==> src/rtl/itu_656_encoder.sv <==
// ITU-R BT.656 525-line byte-stream encoder; pulls 4:2:2 words via oRequest.
// Define ITU656_ENC_CLIP_EN to clamp active bytes to 01..FE.
module itu_656_encoder #(
    parameter int H_BLANK   = 268,
    parameter int H_ACTIVE  = 1440,
    parameter int V_TOTAL   = 525,
    parameter int F1_START  = 266,
    parameter int F0_START  = 4,
    parameter int VB0_END   = 19,
    parameter int VB1_START = 264,
    parameter int VB1_END   = 282
) (
    input  logic        iCLK_27,
    input  logic        iRST_N,
    input  logic [15:0] iYCbCr,
    input  logic        iDVAL,
    output logic        oRequest,
    output logic [7:0]  oTD_DATA,
    output logic [9:0]  oTV_X,
    output logic [9:0]  oTV_Y,
    output logic        oField,
    output logic        oVBLANK,
    output logic        oUNDERFLOW
);

    localparam logic [10:0] SAV_H  = 11'(4 + H_BLANK);
    localparam logic [10:0] ACT_H  = 11'(8 + H_BLANK);
    localparam logic [10:0] H_LAST = 11'(8 + H_BLANK + H_ACTIVE - 1);
    localparam logic [9:0]  V_LAST = 10'(V_TOTAL);
    localparam logic [9:0]  F1_L   = 10'(F1_START);
    localparam logic [9:0]  F0_L   = 10'(F0_START);
    localparam logic [9:0]  VB0_L  = 10'(VB0_END);
    localparam logic [9:0]  VB1S_L = 10'(VB1_START);
    localparam logic [9:0]  VB1E_L = 10'(VB1_END);

    logic [10:0] h;
    logic [9:0]  v;
    logic [7:0]  y_hold;
    logic [7:0]  byte_nxt;
    logic [7:0]  w_c;
    logic [7:0]  w_y;
    logic        line_f;
    logic        line_v;
    logic        in_act;
    logic        req_nxt;

    function automatic logic [7:0] xy(input logic f, input logic vb, input logic hb);
        return {1'b1, f, vb, hb, vb ^ hb, f ^ hb, f ^ vb, f ^ vb ^ hb};
    endfunction

    // Keeps video from ever producing the FF/00 timing-code preamble.
    function automatic logic [7:0] clip8(input logic [7:0] b);
`ifdef ITU656_ENC_CLIP_EN
        if (b == 8'h00) return 8'h01;
        if (b == 8'hFF) return 8'hFE;
        return b;
`else
        return b;
`endif
    endfunction

    always_comb begin
        line_f   = (v >= F1_L) || (v < F0_L);
        line_v   = (v <= VB0_L) || ((v >= VB1S_L) && (v <= VB1E_L));
        in_act   = h >= ACT_H;
        w_c      = iDVAL ? iYCbCr[7:0]  : 8'h80;
        w_y      = iDVAL ? iYCbCr[15:8] : 8'h10;
        byte_nxt = h[0] ? 8'h10 : 8'h80;
        unique case (1'b1)
            (h == 11'd0) || (h == SAV_H):
                byte_nxt = 8'hFF;
            (h == 11'd1) || (h == 11'd2) ||
            (h == SAV_H + 11'd1) || (h == SAV_H + 11'd2):
                byte_nxt = 8'h00;
            (h == 11'd3):
                byte_nxt = xy(line_f, line_v, 1'b1);
            (h == SAV_H + 11'd3):
                byte_nxt = xy(line_f, line_v, 1'b0);
            in_act && !line_v && !h[0]:
                byte_nxt = clip8(w_c);
            in_act && !line_v && h[0]:
                byte_nxt = clip8(y_hold);
            default: ;
        endcase
        // One pull at SAV XY, then on every Y byte but the line's last.
        req_nxt = !line_v &&
                  ((h == SAV_H + 11'd3) || (in_act && h[0] && (h != H_LAST)));
    end

    always_ff @(posedge iCLK_27 or negedge iRST_N) begin
        if (!iRST_N) begin
            h          <= '0;
            v          <= 10'd1;
            y_hold     <= 8'h10;
            oTD_DATA   <= 8'h10;
            oRequest   <= 1'b0;
            oTV_X      <= '0;
            oTV_Y      <= 10'd1;
            oField     <= 1'b1;
            oVBLANK    <= 1'b1;
            oUNDERFLOW <= 1'b0;
        end else begin
            oTD_DATA <= byte_nxt;
            oRequest <= req_nxt;
            if (h == H_LAST) begin
                h <= '0;
                v <= (v == V_LAST) ? 10'd1 : v + 10'd1;
            end else begin
                h <= h + 11'd1;
            end
            if (oRequest) begin
                y_hold <= w_y;
                oTV_X  <= 10'((h - ACT_H) >> 1);
                if (!iDVAL) oUNDERFLOW <= 1'b1;
            end else if (h == 11'd0) begin
                oTV_X <= '0;
            end
            if (h == 11'd0) begin
                oTV_Y   <= v;
                oField  <= line_f;
                oVBLANK <= line_v;
            end
        end
    end

endmodule

==> config.mk <==
export PLATFORM = sky130hd
export DESIGN_NAME = itu_656_encoder
export DESIGN_NICKNAME = d
export VERILOG_FILES = /design/src/rtl/itu_656_encoder.sv
export SDC_FILE = /design/constraint.sdc
export NUM_CORES = 1
export LEC_CHECK = 0
export BUFFER_PORTS_ARGS = -buffer_cell sky130_fd_sc_hd__buf_2
export CAP_MARGIN = 15
export CORE_MARGIN = 10
export CORE_UTILIZATION = 45
export CTS_BUF_LIST = sky130_fd_sc_hd__clkbuf_8 sky130_fd_sc_hd__clkbuf_16
export CTS_CLUSTER_SIZE = 25
export DETAILED_ROUTE_END_ITERATION = 16
export GPL_TIMING_DRIVEN = 0
export PLACE_DENSITY = 0.77
export SYNTH_ARGS = -nofsm -noshare
export SYNTH_HDL_FRONTEND = slang
export SYNTH_SLANG_ARGS = --single-unit
==> constraint.sdc <==
create_clock -name iCLK_27 -period 2.7 [get_ports iCLK_27]
set_input_delay 0 -clock iCLK_27 [delete_from_list [all_inputs] [get_ports iCLK_27]]
set_output_delay 0 -clock iCLK_27 [all_outputs]
set_load 0.01 [all_outputs]
==> metrics.txt, run 1 <==
Cells after Synth=329; n_diodes=0; CTS Buf Count=9; Final period util=0.906; Die X=between 100 and 150 um; via count=approximately 2,700; unrepaired setup endpoints after global routing=false; Max Fanout on Critical Path=8; Netlist cell types=48; Root Buffer Master=clkbuf_8; Async SR Flop Fraction=1.00; Max Transition Viols Final=0; Max Cap Viol=0; P_sw=approximately 0.4 mW; Die ar.=roughly 0.011 mm^2; Post-Layout Cell Count=a little over 500; Post-Layout Inst Area=0.00395 mm^2; Setup crit start kind=flop; Synth Register Bits=61; Post-route DRC=0; largest net degree at the start of global routing=38; Sink Count=61; vias in the first global route=2,661; Reg clk slew, reported paths=around 0.070 ns; Hold Vio Cnt, Final=0; Layout Area Growth over Synthesis=23.9%; sequential area share after synthesis=0.481; # fillers=600; Final Skew=about 0.01 ns; Combinational Power Share=0.028; share of post-route cells with drive strength above 1=0.249; Syn Area/Cell=around 9.7 um^2; critical path capture point type=flop; required time worst endpoint=between 2 and 3 ns; hpwl dp=roughly 5.5 mm; GRT overflow=0; hold path endpoint=oTD_DATA[4]; Post-DRT Antenna Nets=0; number of synthesized flops with an enable pin=0; critical path's slowest cell=nor4_2; GR Util All Layers=0.144; worst path cell trace=inv_1 > ha_1 > nand4b_4 > nor4_4 > nand2_1 > nor4_2 > nor2_1; relative slew slack=0.589; DP Area=0.00358 mm^2; Core ar.=slightly below 0.007 mm^2; Clock Path Buffers=2; fmax=just over 400 MHz; routability-driven placement congestion ratio=between 0.8 and 0.9; Layout Utilization=0.578; Initial Util=0.467; Clock Latency Late Sink=approximately 0.35 ns; HP Class=in2reg; Crit Path Class=reg2reg; Yosys warnings=0; wire per inst=15.3 um; clock share of power=0.487; Mapped Nets=360; dpl cells=between 400 and 500; Cell Int Power=1.48 mW; TritonCTS clock tree=done; First-pass DRT Iterations=5; worst reg-to-reg path cell count=7; NumNets Final=436; FF-to-FF setup slack=0.25 ns; PwrDens=477 mW/mm^2; IO Count=51; die height=around 100 um; reg-to-reg startpoint=h[2]; hold slack=0.0579 ns; peak supply drop=between 200 and 300 uV; Synth Cell Area=~0.0032 mm^2; Slew @ Worst Pin=0.612 ns; setup ws final=0.253 ns; final critical-path required period=approximately 2.4 ns; global-route wire length before repair=approximately 13 mm; WL final=about 7.7 mm; FP Rows=30; H-tree depth=3; delay of the slowest critical-path stage=~0.53 ns; most frequent cells in the layout=buf_2 (55), dfrtp_1 (55), nand2_1 (52), nor2_1 (27), o21ai_0 (26); HP Start=iYCbCr[4]; worst hold stages=4; Setup TNS=0 ns; initial antenna violation count=0; status=complete, no violations; terminus of the critical flop-to-flop path=v[1]; post-CTS setup buffer count=0; DP Worst Slack=between 0.15 and 0.2 ns; I/O Buffers=50; Reg power frac=0.486; Synth Flop Type=dfrtp_1; Final Setup Violations=0; Leakage=around 2 nW; Switching Share=0.212; initial DRC count=106; Avg Vias per Cell=~5.3; Worst Path Arrival=around 2.7 ns; Total Power=roughly 1.9 mW
[power groups by stage]
stage,combinational [mW],sequential (mW),clock [mW]
floorplan,0.000961,0.931,0
global placement,0.0317,0.931,0
detailed placement,0.0363,0.931,0
CTS,0.0518,0.914,0.927
global route,0.0580,0.913,0.973
finish,0.0522,0.914,0.916
[cell type report]
cell class	count	area, um^2	area share
Buffer	17	82.6	0.0209
Clock buffer	10	138	0.0349
Clock inverter	6	86.3	0.0219
Inverter	18	67.6	0.0171
Multi-Input combinational cell	233	1510	0.382
Sequential cell	61	1530	0.388
Tap cell	96	120	0.0304
Timing Repair Buffer	65	410	0.104
[critical path, delay by kind of cell (launching register included)]
kind | cells | cell delay, ns
fa+ha+maj | 1 | 0.28
simple gates | 5 | 1.43
buf+inv | 1 | 0.12
flops | 1 | 0.47
[synth_stat cells, drive strengths merged (2+ instances only)]
library cell  instances  area [um^2]
dfrtp                55         1380
nand2                52          195
o21ai                29          149
nor2                 27          101
inv                  18         67.6
xor2                 14          123
ha                   12          150
a21oi                11         55.1
xnor2                11          104
mux2                 10          113
clkbuf                9         33.8
nand3                 9         45.0
nor3                  9         45.0
buf                   8         47.5
and3                  7         45.1
dfstp                 6          158
mux2i                 6         60.1
nand4                 4         31.3
nor4                  3         55.1
or3                   3         18.8
a21o                  2         15.0
a221o                 2         21.3
a221oi                2         17.5
a22oi                 2         15.0
and2                  2         12.5
nand2b                2         12.5
nor2b                 2         12.5
or2                   2         12.5
[logic make-up after synthesis]
| family | count (synthesis) | synth area share |
|---|---|---|
| AOI/OAI and AO/OA | 57 | 0.108 |
| xor gates and xnor gates | 25 | 0.0710 |
| adders and majority gates | 12 | 0.0471 |
| buffers and inverters | 35 | 0.0467 |
| DFF | 61 | 0.481 |
| muxes | 16 | 0.0542 |
| and+or+nand+nor | 123 | 0.192 |
[per-layer routing]
layer,GRT usage,up-vias,part of all wire
met5,0,-,0
met4,0.0616,0,0.028
met3,0.0465,20,0.059
met2,0.228,83,0.48
met1,0.174,1306,0.43
li1,-,1260,-
[state kept, by name, summed over array words and instances (netlist names)]
name / flops
h: 11
oTV_X: 10
oTV_Y: 10
v: 10
oTD_DATA: 8
y_hold: 8
oField: 1
oRequest: 1
oUNDERFLOW: 1
oVBLANK: 1
[how the worst max path moves through the flow]
stage	slack, ns	endpoint	startpoint	depth (start not counted)
global placement	0.26	oTV_Y[5]	h[0]	7
detailed placement	0.17	oTV_Y[4]	h[0]	7
CTS	0.16	oTV_Y[7]	h[0]	7
floorplan	0.65	oTD_DATA[2]	v[0]	8
global route	0.07	v[3]	h[2]	7
finish	0.25	v[1]	h[2]	7
[repair_timing]
action / CTS / global route
hold endpoints to repair: 34 / 0
endpoints found under the setup margin: 0 / 5
hold buffers: 14 / 0
gates resized for setup: 0 / 3
Note: power is estimated with default switching activity, not from simulation.
==> run 2: changes to the inputs <==
CAP_MARGIN = default   (was 15)
RECOVER_POWER = 50   (was default)
==> metrics.txt, run 2 (same netlist as run 1, synthesis figures left out) <==
Root Buffer Master=clkbuf_8; Core ar.=0.00683 mm^2 (unchanged); Crit. path cell count=7 (unchanged); largest net degree at the start of global routing=62 (+63%); # fillers=592 (-1.3%); Multi-input gate area=0.00151 mm^2 (unchanged); fmax=411 MHz (+0.49%); unrepaired setup endpoints after global routing=false; Max Cap Viol=0 (unchanged); Worst setup startpoint=h[3]; Post-DRT Antenna Nets=0 (unchanged); Die ar.=0.0109 mm^2 (unchanged); Setup crit start kind=flop; hpwl dp=5.34 mm (-2.2%); HP Class=in2reg; peak supply drop=222 uV (-22%); First-pass DRT Iterations=4 (-1); Hold Vio Cnt, Final=0 (unchanged); Max Fanout on Critical Path=8 (unchanged); CP delay by family, top=simple AND/OR/NAND/NOR gates; global-route wire length before repair=12.7 mm (-1.8%); critical path capture point type=flop; FF/Latch Area=0.00153 mm^2 (unchanged); TritonCTS clock tree=done; worst reg-to-reg path cell count=7 (unchanged); critical path's slowest cell=nor4_4; Post-route DRC=0 (unchanged); status=complete, no violations; Die X=104 um (unchanged); required time worst endpoint=2.90 ns (about the same); IO Count=51 (unchanged); Final Skew=0.00786 ns (-0.00243 ns); most common cell after layout, fill and taps aside=dfrtp_1; post-CTS setup buffer count=0 (unchanged); FP Rows=30 (unchanged); Clock Latency Late Sink=0.34 ns (about the same); initial antenna violation count=0 (unchanged); wire per inst=14.6 um (-4.2%); n_diodes=0 (unchanged); Setup TNS=0 ns (unchanged); Slew @ Worst Pin=1.45 ns (+0.843 ns); Setup crit end=v[1]; share of post-route cells with drive strength above 1=0.196 (-0.0532); Avg Vias per Cell=5.11 (-3.1%); H-tree depth=3 (unchanged); max reg flops=11 (unchanged); GRT overflow=0 (unchanged); Buf+Inv Stages, Crit Path=1 (unchanged); FF-to-FF setup slack=0.26 ns (about the same); Reg with most FFs=h; PwrDens=451 mW/mm^2 (-5.5%); Sink Count=61 (unchanged); Final period util=0.902 (-0.00446); Layout Area Growth over Synthesis=21.4%; Reg clk slew, reported paths=0.07 ns (about the same); reg-to-reg startpoint=h[3]; WL final=7.39 mm (-4.4%); routability-driven placement congestion ratio=0.859 (unchanged); relative slew slack=0.0302 (-0.559); Max Transition Viols Final=0 (unchanged); terminus of the critical flop-to-flop path=v[1]; via count=2,582 (-3.3%); delay of the slowest critical-path stage=0.52 ns (about the same); vias in the first global route=2,626 (-1.3%); initial DRC count=107 (+0.94%); Worst Path Arrival=2.64 ns (about the same); I/O Buffers=50 (unchanged); Crit Path Class=reg2reg; Initial Util=0.467 (unchanged); worst hold stages=4 (unchanged); CTS Buf Count=9 (unchanged); worst path cell trace=inv_1 > ha_1 > nand4b_4 > nor4_4 > nand2_1 > nor4_2 > nor2_1; Total Power=1.74 mW (-7.4%); die height=104 um (unchanged); Final Setup Violations=0 (unchanged); Leakage=1.85 nW (-5.7%); NumNets Final=435 (-0.23%); GR Util All Layers=0.141 (-0.00294); final critical-path required period=2.44 ns (-0.0120 ns); most frequent cells in the layout=dfrtp_1 (55), nand2_1 (52), buf_2 (33), clkbuf_1 (29), nor2_1 (27); Clock Path Buffers=2 (unchanged)
## run 2: power breakdown
group	internal (mW)	switching, mW
Combinational	0.0226	0.0242
Clock	0.420	0.362
Sequential	0.914	0
## run 2: tightest hold or removal path, stage by stage
cell     delay, ns
buf_2         0.07
a22o_1        0.13
a21oi_1       0.08
o21ai_0       0.07
## run 2: layer usage
layer	routed length, um	GRT usage
met1	3230	0.171
met2	3540	0.222
met3	475	0.0440
met4	145	0.0646
met5	0	0
## run 2: how the worst min path moves through the flow
stage / startpoint / to
floorplan: iRST_N / h[0]
global placement: iYCbCr[12] / y_hold[4]
detailed placement: iYCbCr[12] / y_hold[4]
CTS: iRST_N / oTV_Y[4]
global route: iYCbCr[0] / oTD_DATA[0]
finish: iYCbCr[4] / oTD_DATA[4]
## run 2: repair_timing
action / in CTS / in global routing
hold endpoints to repair: 13 / 55
endpoints found under the setup margin: 0 / 8
hold buffers: 13 / 1
gates resized for setup: 0 / 3
## run 2: cell type report
cell class | count | share of cell area
Multi-Input combinational cell | 233 | 0.390
Tap cell | 96 | 0.0310
Clock inverter | 7 | 0.0171
Buffer | 17 | 0.0213
Inverter | 18 | 0.0175
Sequential cell | 61 | 0.397
Timing Repair Buffer | 64 | 0.0941
Clock buffer | 9 | 0.0320
## run 2: stage by stage
step	hold slack (ns)	cell area, um^2	instances	util	setup WS, ns
2_1_floorplan	-0.296	3190	329	-	0.654
3_3_place_gp	0.200	3560	475	0.521	0.255
3_5_place_dp	0.205	3560	475	0.521	0.132
4_1_cts	0.00214	3880	504	0.568	0.126
5_1_grt	0.0631	3870	505	0.566	0.0519
6_report	0.0533	3870	505	0.566	0.265
